[src/rtl/maze_mem_arbiter.sv]
// Two-requester round-robin arbiter/sequencer for the single-port MazeMemory.
// Each accepted request becomes one RD or WR strobe followed by a one-cycle Ack.
module maze_mem_arbiter #(
   parameter int unsigned READ_LAT = 1
) (
   input  logic       CLK,
   input  logic       RST,
   input  logic       Req0,
   input  logic       Req1,
   input  logic       We0,
   input  logic       We1,
   input  logic [3:0] X0,
   input  logic [3:0] X1,
   input  logic [3:0] Y0,
   input  logic [3:0] Y1,
   input  logic       Wd0,
   input  logic       Wd1,
   input  logic       Lock0,
   input  logic       Lock1,
   output logic       Ack0,
   output logic       Ack1,
   output logic       Rd0,
   output logic       Rd1,
   output logic [1:0] Grant,
   output logic       Busy,
   output logic       RD,
   output logic       WR,
   output logic [3:0] X,
   output logic [3:0] Y,
   output logic       Din,
   input  logic       Dout
);

   typedef enum logic [1:0] {IDLE, ISSUE, WAIT, ACK} state_t;

   state_t     state;
   logic       last;
   logic       hold;
   logic       win;
   logic       we_q;
   logic [1:0] cnt;

   logic       pick;
   logic       any_req;
   logic       last_req;
   logic       win_lock;
   logic       win_req;

   always_comb begin
      any_req  = Req0 | Req1;
      last_req = last ? Req1 : Req0;
      win_lock = win ? Lock1 : Lock0;
      win_req  = win ? Req1 : Req0;
      pick     = 1'b0;
      if (Req0 && Req1)
         pick = hold ? last : ~last;
      else if (Req1)
         pick = 1'b1;
   end

   always_ff @(posedge CLK or negedge RST) begin
      if (!RST) begin
         state <= IDLE;
         last  <= 1'b1;
         hold  <= 1'b0;
         win   <= 1'b0;
         we_q  <= 1'b0;
         cnt   <= '0;
         Grant <= '0;
         Ack0  <= 1'b0;
         Ack1  <= 1'b0;
         Busy  <= 1'b0;
         RD    <= 1'b0;
         WR    <= 1'b0;
         X     <= '0;
         Y     <= '0;
         Din   <= 1'b0;
         Rd0   <= 1'b0;
         Rd1   <= 1'b0;
      end else begin
         case (state)
            IDLE: begin
               if (hold && !last_req)
                  hold <= 1'b0;
               if (any_req) begin
                  // X/Y/Din registered here double as the request latches
                  win   <= pick;
                  we_q  <= pick ? We1 : We0;
                  X     <= pick ? X1 : X0;
                  Y     <= pick ? Y1 : Y0;
                  Din   <= pick ? Wd1 : Wd0;
                  WR    <= pick ? We1 : We0;
                  RD    <= pick ? ~We1 : ~We0;
                  Grant <= pick ? 2'b10 : 2'b01;
                  Busy  <= 1'b1;
                  if (pick != last)
                     hold <= 1'b0;
                  state <= ISSUE;
               end
            end
            ISSUE: begin
               RD <= 1'b0;
               WR <= 1'b0;
               if (we_q) begin
                  if (win) Ack1 <= 1'b1; else Ack0 <= 1'b1;
                  state <= ACK;
               end else begin
                  cnt <= 2'(READ_LAT - 1);
                  if (READ_LAT == 1) begin
                     if (win) Rd1 <= Dout; else Rd0 <= Dout;
                     if (win) Ack1 <= 1'b1; else Ack0 <= 1'b1;
                     state <= ACK;
                  end else begin
                     state <= WAIT;
                  end
               end
            end
            WAIT: begin
               if (cnt <= 2'd1) begin
                  cnt <= '0;
                  if (win) Rd1 <= Dout; else Rd0 <= Dout;
                  if (win) Ack1 <= 1'b1; else Ack0 <= 1'b1;
                  state <= ACK;
               end else begin
                  cnt <= cnt - 2'd1;
               end
            end
            ACK: begin
               Ack0  <= 1'b0;
               Ack1  <= 1'b0;
               last  <= win;
               hold  <= win_lock & win_req;
               Grant <= '0;
               Busy  <= 1'b0;
               state <= IDLE;
            end
            default: state <= IDLE;
         endcase
      end
   end

endmodule

[config.mk]
export PLATFORM = sky130hd
export DESIGN_NAME = maze_mem_arbiter
export DESIGN_NICKNAME = d
export VERILOG_FILES = /design/src/rtl/maze_mem_arbiter.sv
export SDC_FILE = /design/constraint.sdc
export NUM_CORES = 1
export LEC_CHECK = 0
export CORE_ASPECT_RATIO = 1.5
export CORE_MARGIN = 1.5
export CORE_UTILIZATION = 47
export DETAILED_ROUTE_END_ITERATION = 7
export GPL_TIMING_DRIVEN = 0
export MAX_ROUTING_LAYER = met4
export PLACE_DENSITY = 0.84
export SYNTH_ARGS = -nofsm -noshare
export SYNTH_HDL_FRONTEND = slang
export SYNTH_SLANG_ARGS = --single-unit
[constraint.sdc]
create_clock -name CLK -period 3.3 [get_ports CLK]
set_clock_uncertainty 0.05 [all_clocks]
set_input_delay 0.495 -clock CLK [delete_from_list [all_inputs] [get_ports CLK]]
set_output_delay 0.495 -clock CLK [all_outputs]
set_load 0.01 [all_outputs]
==> results of run 1 <==
-- through the flow --
stage                     utilization (%)  instance area, um2  hold WS [ns]  worst slack, ns
after floorplan                         -                1220        0.1494            1.733
after global placement              69.00                1690        0.4136            1.237
after detailed placement            69.00                1690        0.4291            1.125
after CTS                           70.48                1727        0.4611            1.331
after global routing                70.48                1727        0.4906            1.146
final                               70.48                1727        0.4537            1.346
-- synth_stat cells, drive strengths merged --
library cell | instances | area, um2
nor2 | 5 | 18.77
o31ai | 2 | 20.02
mux2i | 11 | 110.1
buf | 1 | 11.26
or2 | 1 | 6.260
mux2 | 4 | 45.04
a32o | 1 | 10.01
nand3 | 3 | 15.01
ha | 5 | 62.56
nand2 | 15 | 56.30
a21oi | 8 | 40.04
a22o | 2 | 17.52
o21ai | 16 | 80.08
a21boi | 2 | 18.77
nor3b | 1 | 7.510
xor2 | 1 | 8.760
inv | 4 | 15.01
a21bo | 1 | 10.01
dfstp | 1 | 26.28
a21o | 1 | 7.510
clkbuf | 2 | 7.510
dfrtp | 25 | 625.6
-- critical path, cell delays in order (launching register included) --
cell and delay (ns):
dfrtp_1 0.45, inv_1 0.10, ha_1 0.25, nor3b_1 0.50
or2_2 0.26, nor2_1 0.06, a22o_1 0.18
-- sequential cells by signal, summed over array words and instances, names as in the netlist --
register	flops
hold	1
Ack1	1
Rd0	1
Grant	2
Ack0	1
state	2
Rd1	1
Busy	1
Din	1
RD	1
Y	4
cnt	2
X	4
win	1
we_q	1
last	1
WR	1
-- final timing paths --
path,start,endpoint,cells after the start
max,state[0],Grant[1],6
min,Grant[0],Grant[0],2
max reg2reg,state[0],Grant[1],6
min reg2reg,Grant[0],Grant[0],2
max in group asynchronous,RST,state[0],1
min in group asynchronous,RST,cnt[0],1
-- metal layers --
layer / wire [um] / global-route usage (%) / vias to the layer above
li1: - / - / 490
met4: 53 / 9.091 / 0
met5: 0 / - / -
met3: 125 / 3.022 / 5
met1: 991 / 22.58 / 469
met2: 1375 / 37.68 / 41
-- cell type report --
class                      instances  area [um2]
fill                             187       723.2
multi-input combinational         79       534.3
buffer                             3       18.77
inverter                           4       15.01
tap                               24       30.03
timing repair buffer              44       440.4
clock buffer                       4       36.28
sequential                        26       651.9
-- report_power, final --
group / total (mW) / leakage (nW) / switching [mW] / internal (mW)
sequential: 0.558 / 0.321 / 0.0929 / 0.465
clock: 0.164 / 0.0210 / 0.0959 / 0.0678
combinational: 0.760 / 0.444 / 0.355 / 0.405
total: 1.48 / 0.786 / 0.544 / 0.938
-- kinds of logic after synthesis --
logic type      Yosys count  share of synthesized area (%)
xor+xnor                  1                         0.7181
mux                      15                          12.72
simple gates             25                          8.513
buf+inv                   7                          2.769
flops                    26                          53.44
compound gates           33                          16.72
fa+ha+maj                 5                          5.128
-- cells in the final DEF, fill, tap and decap left out, drive strengths merged, types with 3 or more instances in the layout --
cell type      count
ha                 5
clkdlybuf4s50     44
nand2             15
nor2               5
mux2               4
nand3              3
clkbuf             6
inv                4
a21oi              8
mux2i             11
o21ai             16
dfrtp             25
==> impl_metrics.csv, run 1 <==
group,metric,value,unit
clock_network,cts_tree,"yes",
yosys,netlist_area,1220,um2
final_layout,stdcell_count,184,
drt,postRouteAntennaNets,0,
clock_network,path_clk_slew,0.13,ns
floorplan,die_area,2916,um2
floorplan,start_util,49.80,%
yosys,synth_cell_types,25,
clock_network,clock_path_buffers,2,
worst_setup_path,path_max_fanout,5,
worst_setup_path,worstPathArrival,2.14,ns
floorplan,ios,45,
timing,fmax,511.7,MHz
timing,fin_setup_tns,0,ns
yosys,synth-warning-count,0,
timing,rsz0062_at_grt,"false",
placement,placed_cells,180,
timing,max_slew.worst_pin.slew,1.137,ns
hold_path,hp-class,"flop to flop",
placement,port_buffers,44,
drt,wire_per_inst,13.83,um
pwr,ir_worst_vdd,0.0005491,V
clock_network,clkSinkCount,26,
floorplan,fp.dieW,44.60,um
drt,vias,1005,
final_layout,syn_to_final_growth,41.54,%
global_routing,grt_max_degree,27,
clock_network,hold_buffers,0,
worst_setup_path,start_kind,"flop",
final_layout,antenna_cells,0,
placement,routabilityCongestion,0.7364,
final_layout,drive_gt1_share,8.125,%
timing,setup-violations-final,0,
floorplan,num_rows,22,
clock_network,cts_setup_buffers,0,
job,cap_violations,0,
timing,period_share,59.22,%
global_routing,overflow,0,
yosys,ys_seq_area_share,53.44,%
pwr,p_total,1.482,mW
floorplan,die_y,65.40,um
clock_network,cts-resized-gates,0,
global_routing,grtUsageTotal,21.23,%
worst_setup_path,regToRegSetupSlack,1.35,ns
timing,slew_headroom,23.95,%
floorplan,core,2450,um2
outcome,status,"complete, but fails checks",
yosys,avgSynthCellArea,10.89,um2
final_layout,nets,193,
worst_setup_path,cp-end-kind,"flop",
global_routing,grt_pass1_vias,1079,
timing,maxSlewViolCount,0,
clock_network,htree_num_levels,1,
global_routing,grt_pass1_wl,4.498,mm
pwr,p_leak,0.7860,nW
worst_setup_path,critPathKind,"flop to flop",
global_routing,antenna_found_initial,0,
clock_network,cts_buffers,3,
yosys,synth_seq_cells,26,
clock_network,insertion_delay,0.33,ns
drt,drc_errors,1,
timing,period_needed,1.954,ns
outcome,violations,"design-rule violations",
drt,drt-total-wl,2.545,mm
pwr,powerDensity,858.4,nW/um2
placement,place_hpwl,2.018,mm
timing,timing.final.hold_violations,0,
drt,drt-vias-per-instance,5.462,
clock_network,cts_root_buffer,"clkbuf_4",
drt,first_iter_violations,15,
drt,drt-pass1-iter-count,6,
yosys,syn_nets,144,
worst_setup_path,cp_data_required_time,3.49,ns
yosys,synthCells,112,
(Power assumes the default switching activity.)
==> run 2: changes to the inputs <==
--- a/config.mk
+++ b/config.mk
@@ -7,11 +7,11 @@
 export LEC_CHECK = 0
 export CORE_ASPECT_RATIO = 1.5
 export CORE_MARGIN = 1.5
-export CORE_UTILIZATION = 47
+export CORE_UTILIZATION = 43
 export DETAILED_ROUTE_END_ITERATION = 7
 export GPL_TIMING_DRIVEN = 0
 export MAX_ROUTING_LAYER = met4
-export PLACE_DENSITY = 0.84
+export PLACE_DENSITY = 0.78
 export SYNTH_ARGS = -nofsm -noshare
 export SYNTH_HDL_FRONTEND = slang
 export SYNTH_SLANG_ARGS = --single-unit
==> constraint.sdc (replaced) <==
create_clock -name CLK -period 1.9 [get_ports CLK]
set_clock_uncertainty 0.05 [all_clocks]
set_input_delay 0.285 -clock CLK [delete_from_list [all_inputs] [get_ports CLK]]
set_output_delay 0.285 -clock CLK [all_outputs]
set_load 0.01 [all_outputs]
==> impl_metrics.csv, run 2 (synthesized netlist as in run 1, its figures left out) <==
group,metric,value,unit
final_layout,seqCellArea,651.9,um2
clock_network,clkSinkCount,26,
global_routing,met3_usage,2.902,%
worst_setup_path,cp-end-kind,"flop",
floorplan,ios,45,
floorplan,fp.dieW,46.49,um
final_layout,syn_to_final_growth,45.03,%
floorplan,die_y,68.24,um
timing,maxSlewViolCount,0,
global_routing,antenna_found_initial,0,
timing,timing.final.hold_violations,0,
timing,rsz0062_at_grt,"false",
timing,period_share,94.10,%
placement,place_area,1707,um2
worst_setup_path,start_kind,"flop",
drt,drt-pass1-iter-count,3,
floorplan,num_rows,23,
placement,place_hpwl,2.189,mm
placement,placed_cells,193,
final_layout,final_common_cell,"clkdlybuf4s50_1",
timing,fmax,559.3,MHz
worst_setup_path,path_max_fanout,5,
clock_network,clock_path_buffers,2,
final_layout,antenna_cells,0,
timing,period_needed,1.788,ns
worst_setup_path,critPathKind,"flop to flop",
final_layout,final_cell_mix,"44 x clkdlybuf4s50_1, 25 x dfrtp_1, 15 x nand2_1, 11 x mux2i_1",
drt,wire_per_inst,14.49,um
worst_setup_path,r2r_cells,6,
drt,drc_errors,0,
hold_path,whs_path_depth,1,
timing,max_slew.worst_pin.slew,1.157,ns
final_layout,nFillCells,209,
floorplan,start_util,45.58,%
pwr,p_total,2.681,mW
timing,hold_ws,0.4471,ns
placement,port_buffers,44,
final_layout,nets,193,
global_routing,grtUsageTotal,20.85,%
final_layout,multi_input_area,539.3,um2
global_routing,overflow,0,
placement,routabilityCongestion,0.7480,
pwr,ir_worst_vdd,0.0008973,V
floorplan,die_area,3172,um2
clock_network,insertion_delay,0.27,ns
clock_network,htree_num_levels,1,
drt,drt-vias-per-instance,5.152,
hold_path,hp-class,"flop to flop",
timing,slew_headroom,22.65,%
pwr,p_leak,0.8003,nW
job,cap_violations,0,
drt,vias,1015,
global_routing,grt_pass1_vias,1042,
drt,postRouteAntennaNets,0,
final_layout,final_core_util,66.11,%
clock_network,path_clk_slew,0.09,ns
final_layout,drive_gt1_share,10.00,%
timing,setup-violations-final,0,
global_routing,met2_usage,35.42,%
global_routing,grt_pass1_wl,4.581,mm
pwr,powerDensity,1515,nW/um2
final_layout,final_cell_area,1769,um2
clock_network,cts_root_buffer,"clkbuf_8",
global_routing,busiest_layer,"met2",
final_layout,largestRegisters,"X: 4 flops, Y: 4 flops",
global_routing,grt_max_degree,27,
floorplan,core,2676,um2
drt,drt-total-wl,2.854,mm
outcome,status,"completed",
drt,first_iter_violations,14,
global_routing,use_met1,24.70,%
worst_setup_path,cp_data_required_time,2.01,ns
worst_setup_path,worstPathArrival,1.90,ns
clock_network,cts_tree,"yes",
final_layout,stdcell_count,197,
clock_network,cts_buffers,3,
[run 2: final cells by class]
cell class	instances	area share (%)
Sequential cell	26	36.85
Multi-Input combinational cell	79	30.48
Buffer	3	1.202
Timing Repair Buffer	44	24.89
Clock buffer	4	3.112
Tap cell	37	2.617
Inverter	4	0.8487
[run 2: worst max-delay path: stages, from the launching register on]
cell and delay (ns):
dfrtp_1 0.43, inv_1 0.08, ha_1 0.32, inv_1 0.07
a21oi_1 0.27, nand3_1 0.15, mux2_2 0.30
[run 2: final timing paths]
path / start / to / slack, ns
setup / recovery: state[0] / Rd0 / 0.11
hold / removal: Busy / Busy / 0.45
setup reg to reg: state[0] / Rd0 / 0.11
hold reg to reg: Busy / Busy / 0.45
max in group asynchronous: RST / cnt[1] / 0.54
min in group asynchronous: RST / X[3] / 0.58
[run 2: metal layers]
layer	wire length, um	vias up
met2	1544	35
met1	1125	481
met3	110	8
met4	74	0
met5	0	-
li1	-	491
[run 2: stage by stage]
step / setup TNS, ns / setup slack (ns)
CTS: 0 / 0.04423
floorplan: 0 / 0.3332
detailed placement: -0.05836 / -0.03593
global placement: 0 / 0.03416
global route: 0 / 0.02564
finish: 0 / 0.1121
[run 2: where the power goes]
group / switching (mW) / internal, mW
Clock: 0.174 / 0.185
Sequential: 0.160 / 0.810
Combinational: 0.642 / 0.710
Total: 0.976 / 1.71
[run 2: what timing repair did]
item / in CTS / in global routing
endpoints found under the setup margin: 0 / 12
gates resized for setup: 0 / 5
hold buffers: 0 / 0
endpoints found under the hold margin: 0 / 0
setup buffers: 0 / 0
==> run 3: changes to the inputs <==
--- a/config.mk
+++ b/config.mk
@@ -6,7 +6,7 @@
 export NUM_CORES = 1
 export LEC_CHECK = 0
 export CORE_ASPECT_RATIO = 1.5
-export CORE_MARGIN = 1.5
+export CORE_MARGIN = 2
 export CORE_UTILIZATION = 43
 export DETAILED_ROUTE_END_ITERATION = 7
 export GPL_TIMING_DRIVEN = 0
==> constraint.sdc (replaced) <==
create_clock -name CLK -period 1.7 [get_ports CLK]
set_clock_uncertainty 0.05 [all_clocks]
set_input_delay 0.255 -clock CLK [delete_from_list [all_inputs] [get_ports CLK]]
set_output_delay 0.255 -clock CLK [all_outputs]
set_load 0.01 [all_outputs]
==> impl_metrics.csv, run 3 (synthesized netlist as in run 1, its figures left out) <==
group,metric,value,unit
worst_setup_path,r2r_cells,6,
timing,timing.final.hold_violations,0,
drt,wire_per_inst,14.64,um
global_routing,met3_usage,3.646,%
worst_setup_path,critPathKind,"flop to flop",
final_layout,final_core_util,68.02,%
clock_network,insertion_delay,0.28,ns
pwr,ir_worst_vdd,0.001139,V
drt,drt-vias-per-instance,5.180,
clock_network,cts_root_buffer,"clkbuf_8",
final_layout,stdcell_count,200,
hold_path,min_from,"X[2]",
floorplan,ios,45,
global_routing,grtUsageTotal,22.07,%
drt,drt-pass1-iter-count,2,
clock_network,path_clk_slew,0.09,ns
drt,postRouteAntennaNets,0,
floorplan,fp.dieW,47.49,um
final_layout,seqCellArea,651.9,um2
final_layout,syn_to_final_growth,49.23,%
drt,drt-total-wl,2.927,mm
final_layout,nets,196,
worst_setup_path,regToRegSetupSlack,0.08,ns
clock_network,cts_tree,"yes",
worst_setup_path,worstPathArrival,1.74,ns
final_layout,antenna_cells,0,
clock_network,hold_buffers,0,
final_layout,drive_gt1_share,12.88,%
final_layout,nFillCells,208,
timing,fmax,617.2,MHz
drt,first_iter_violations,12,
timing,max_slew.worst_pin.slew,1.177,ns
timing,period_needed,1.620,ns
timing,maxSlewViolCount,0,
job,cap_violations,0,
global_routing,grt_max_degree,27,
worst_setup_path,reg2reg_from,"state[1]",
clock_network,clock_path_buffers,2,
placement,routabilityCongestion,0.7694,
final_layout,multi_input_area,551.8,um2
clock_network,cts_buffers,3,
floorplan,die_area,3288,um2
global_routing,grt_pass1_vias,1119,
global_routing,overflow,0,
worst_setup_path,start_kind,"flop",
pwr,powerDensity,1758,nW/um2
drt,drc_errors,0,
worst_setup_path,r2r_end,"Grant[1]",
worst_setup_path,path_max_fanout,5,
worst_setup_path,cp_data_required_time,1.82,ns
placement,placed_cells,193,
timing,slew_headroom,21.26,%
global_routing,grt_pass1_wl,5.188,mm
pwr,p_leak,0.8236,nW
final_layout,final_cell_mix,"44 x clkdlybuf4s50_1, 25 x dfrtp_1, 15 x nand2_1, 11 x mux2i_1",
outcome,status,"completed",
placement,port_buffers,44,
floorplan,die_y,69.24,um
clock_network,clkSinkCount,26,
final_layout,largestRegisters,"X: 4 flops, Y: 4 flops",
worst_setup_path,cp-end-kind,"flop",
global_routing,use_met1,26.59,%
final_layout,final_common_cell,"clkdlybuf4s50_1",
timing,setup-violations-final,0,
global_routing,met2_usage,35.44,%
global_routing,busiest_layer,"met2",
drt,vias,1036,
timing,period_share,95.30,%
floorplan,core,2676,um2
global_routing,antenna_found_initial,0,
hold_path,hp-class,"flop to flop",
timing,fin_setup_tns,0,ns
floorplan,start_util,45.58,%
placement,place_hpwl,2.117,mm
floorplan,num_rows,23,
hold_path,whs_path_depth,2,
clock_network,htree_num_levels,1,
hold_path,worstHoldEndpoint,"X[2]",
## run 3: final cells by class
type	instances	area share (%)
plain buffers	3	1.168
clock buffers	3	2.268
clock inverters	1	1.649
flip-flops and latches	26	35.81
repair buffers	47	25.43
multi-input cells	79	30.31
inverters	4	0.8247
well taps	37	2.543
## run 3: worst max path at each step
stage / from / endpoint / slack (ns) / cells past startpoint
finish: state[1] / Grant[1] / 0.08 / 6
floorplan: state[0] / Grant[1] / 0.13 / 6
detailed placement: Req0 / Y[1] / -0.20 / 5
global placement: Req0 / Y[3] / -0.15 / 4
global route: state[1] / Rd1 / -0.007 / 6
CTS: state[1] / Rd0 / 0.03 / 6
## run 3: timing repair
action | 4_1_cts | 5_1_grt
buffers inserted | 3 | 0
setup endpoints to repair | 17 | 8
gates resized for setup | 4 | 2
## run 3: stage by stage
step	hold slack, ns	total power [mW]	area (um2)	setup slack, ns
floorplan	-0.09059	1.905	1220	0.1332
CTS	0.4453	3.193	1814	0.03248
finish	0.4384	3.200	1821	0.07983
global placement	0.4146	2.536	1707	-0.1500
detailed placement	0.4247	2.600	1707	-0.2023
global route	0.4849	3.442	1821	-0.007299
## run 3: metal layers
metal	vias to the layer above	wire (um)
met5	-	0
met4	0	56
li1	493	-
met3	5	157
met2	36	1594
met1	502	1118
## run 3: power by group
| part | switching [mW] | leakage (nW) | internal (mW) |
|---|---|---|---|
| clock | 0.202 | 0.0357 | 0.316 |
| sequential | 0.181 | 0.321 | 0.906 |
| combinational | 0.747 | 0.467 | 0.849 |
## run 3: critical path, stage by stage (launching register included)
cell	delay, ns
dfrtp_1	0.40
inv_1	0.10
ha_2	0.24
nor3b_4	0.26
or2_2	0.21
nor2_1	0.07
a22o_1	0.18
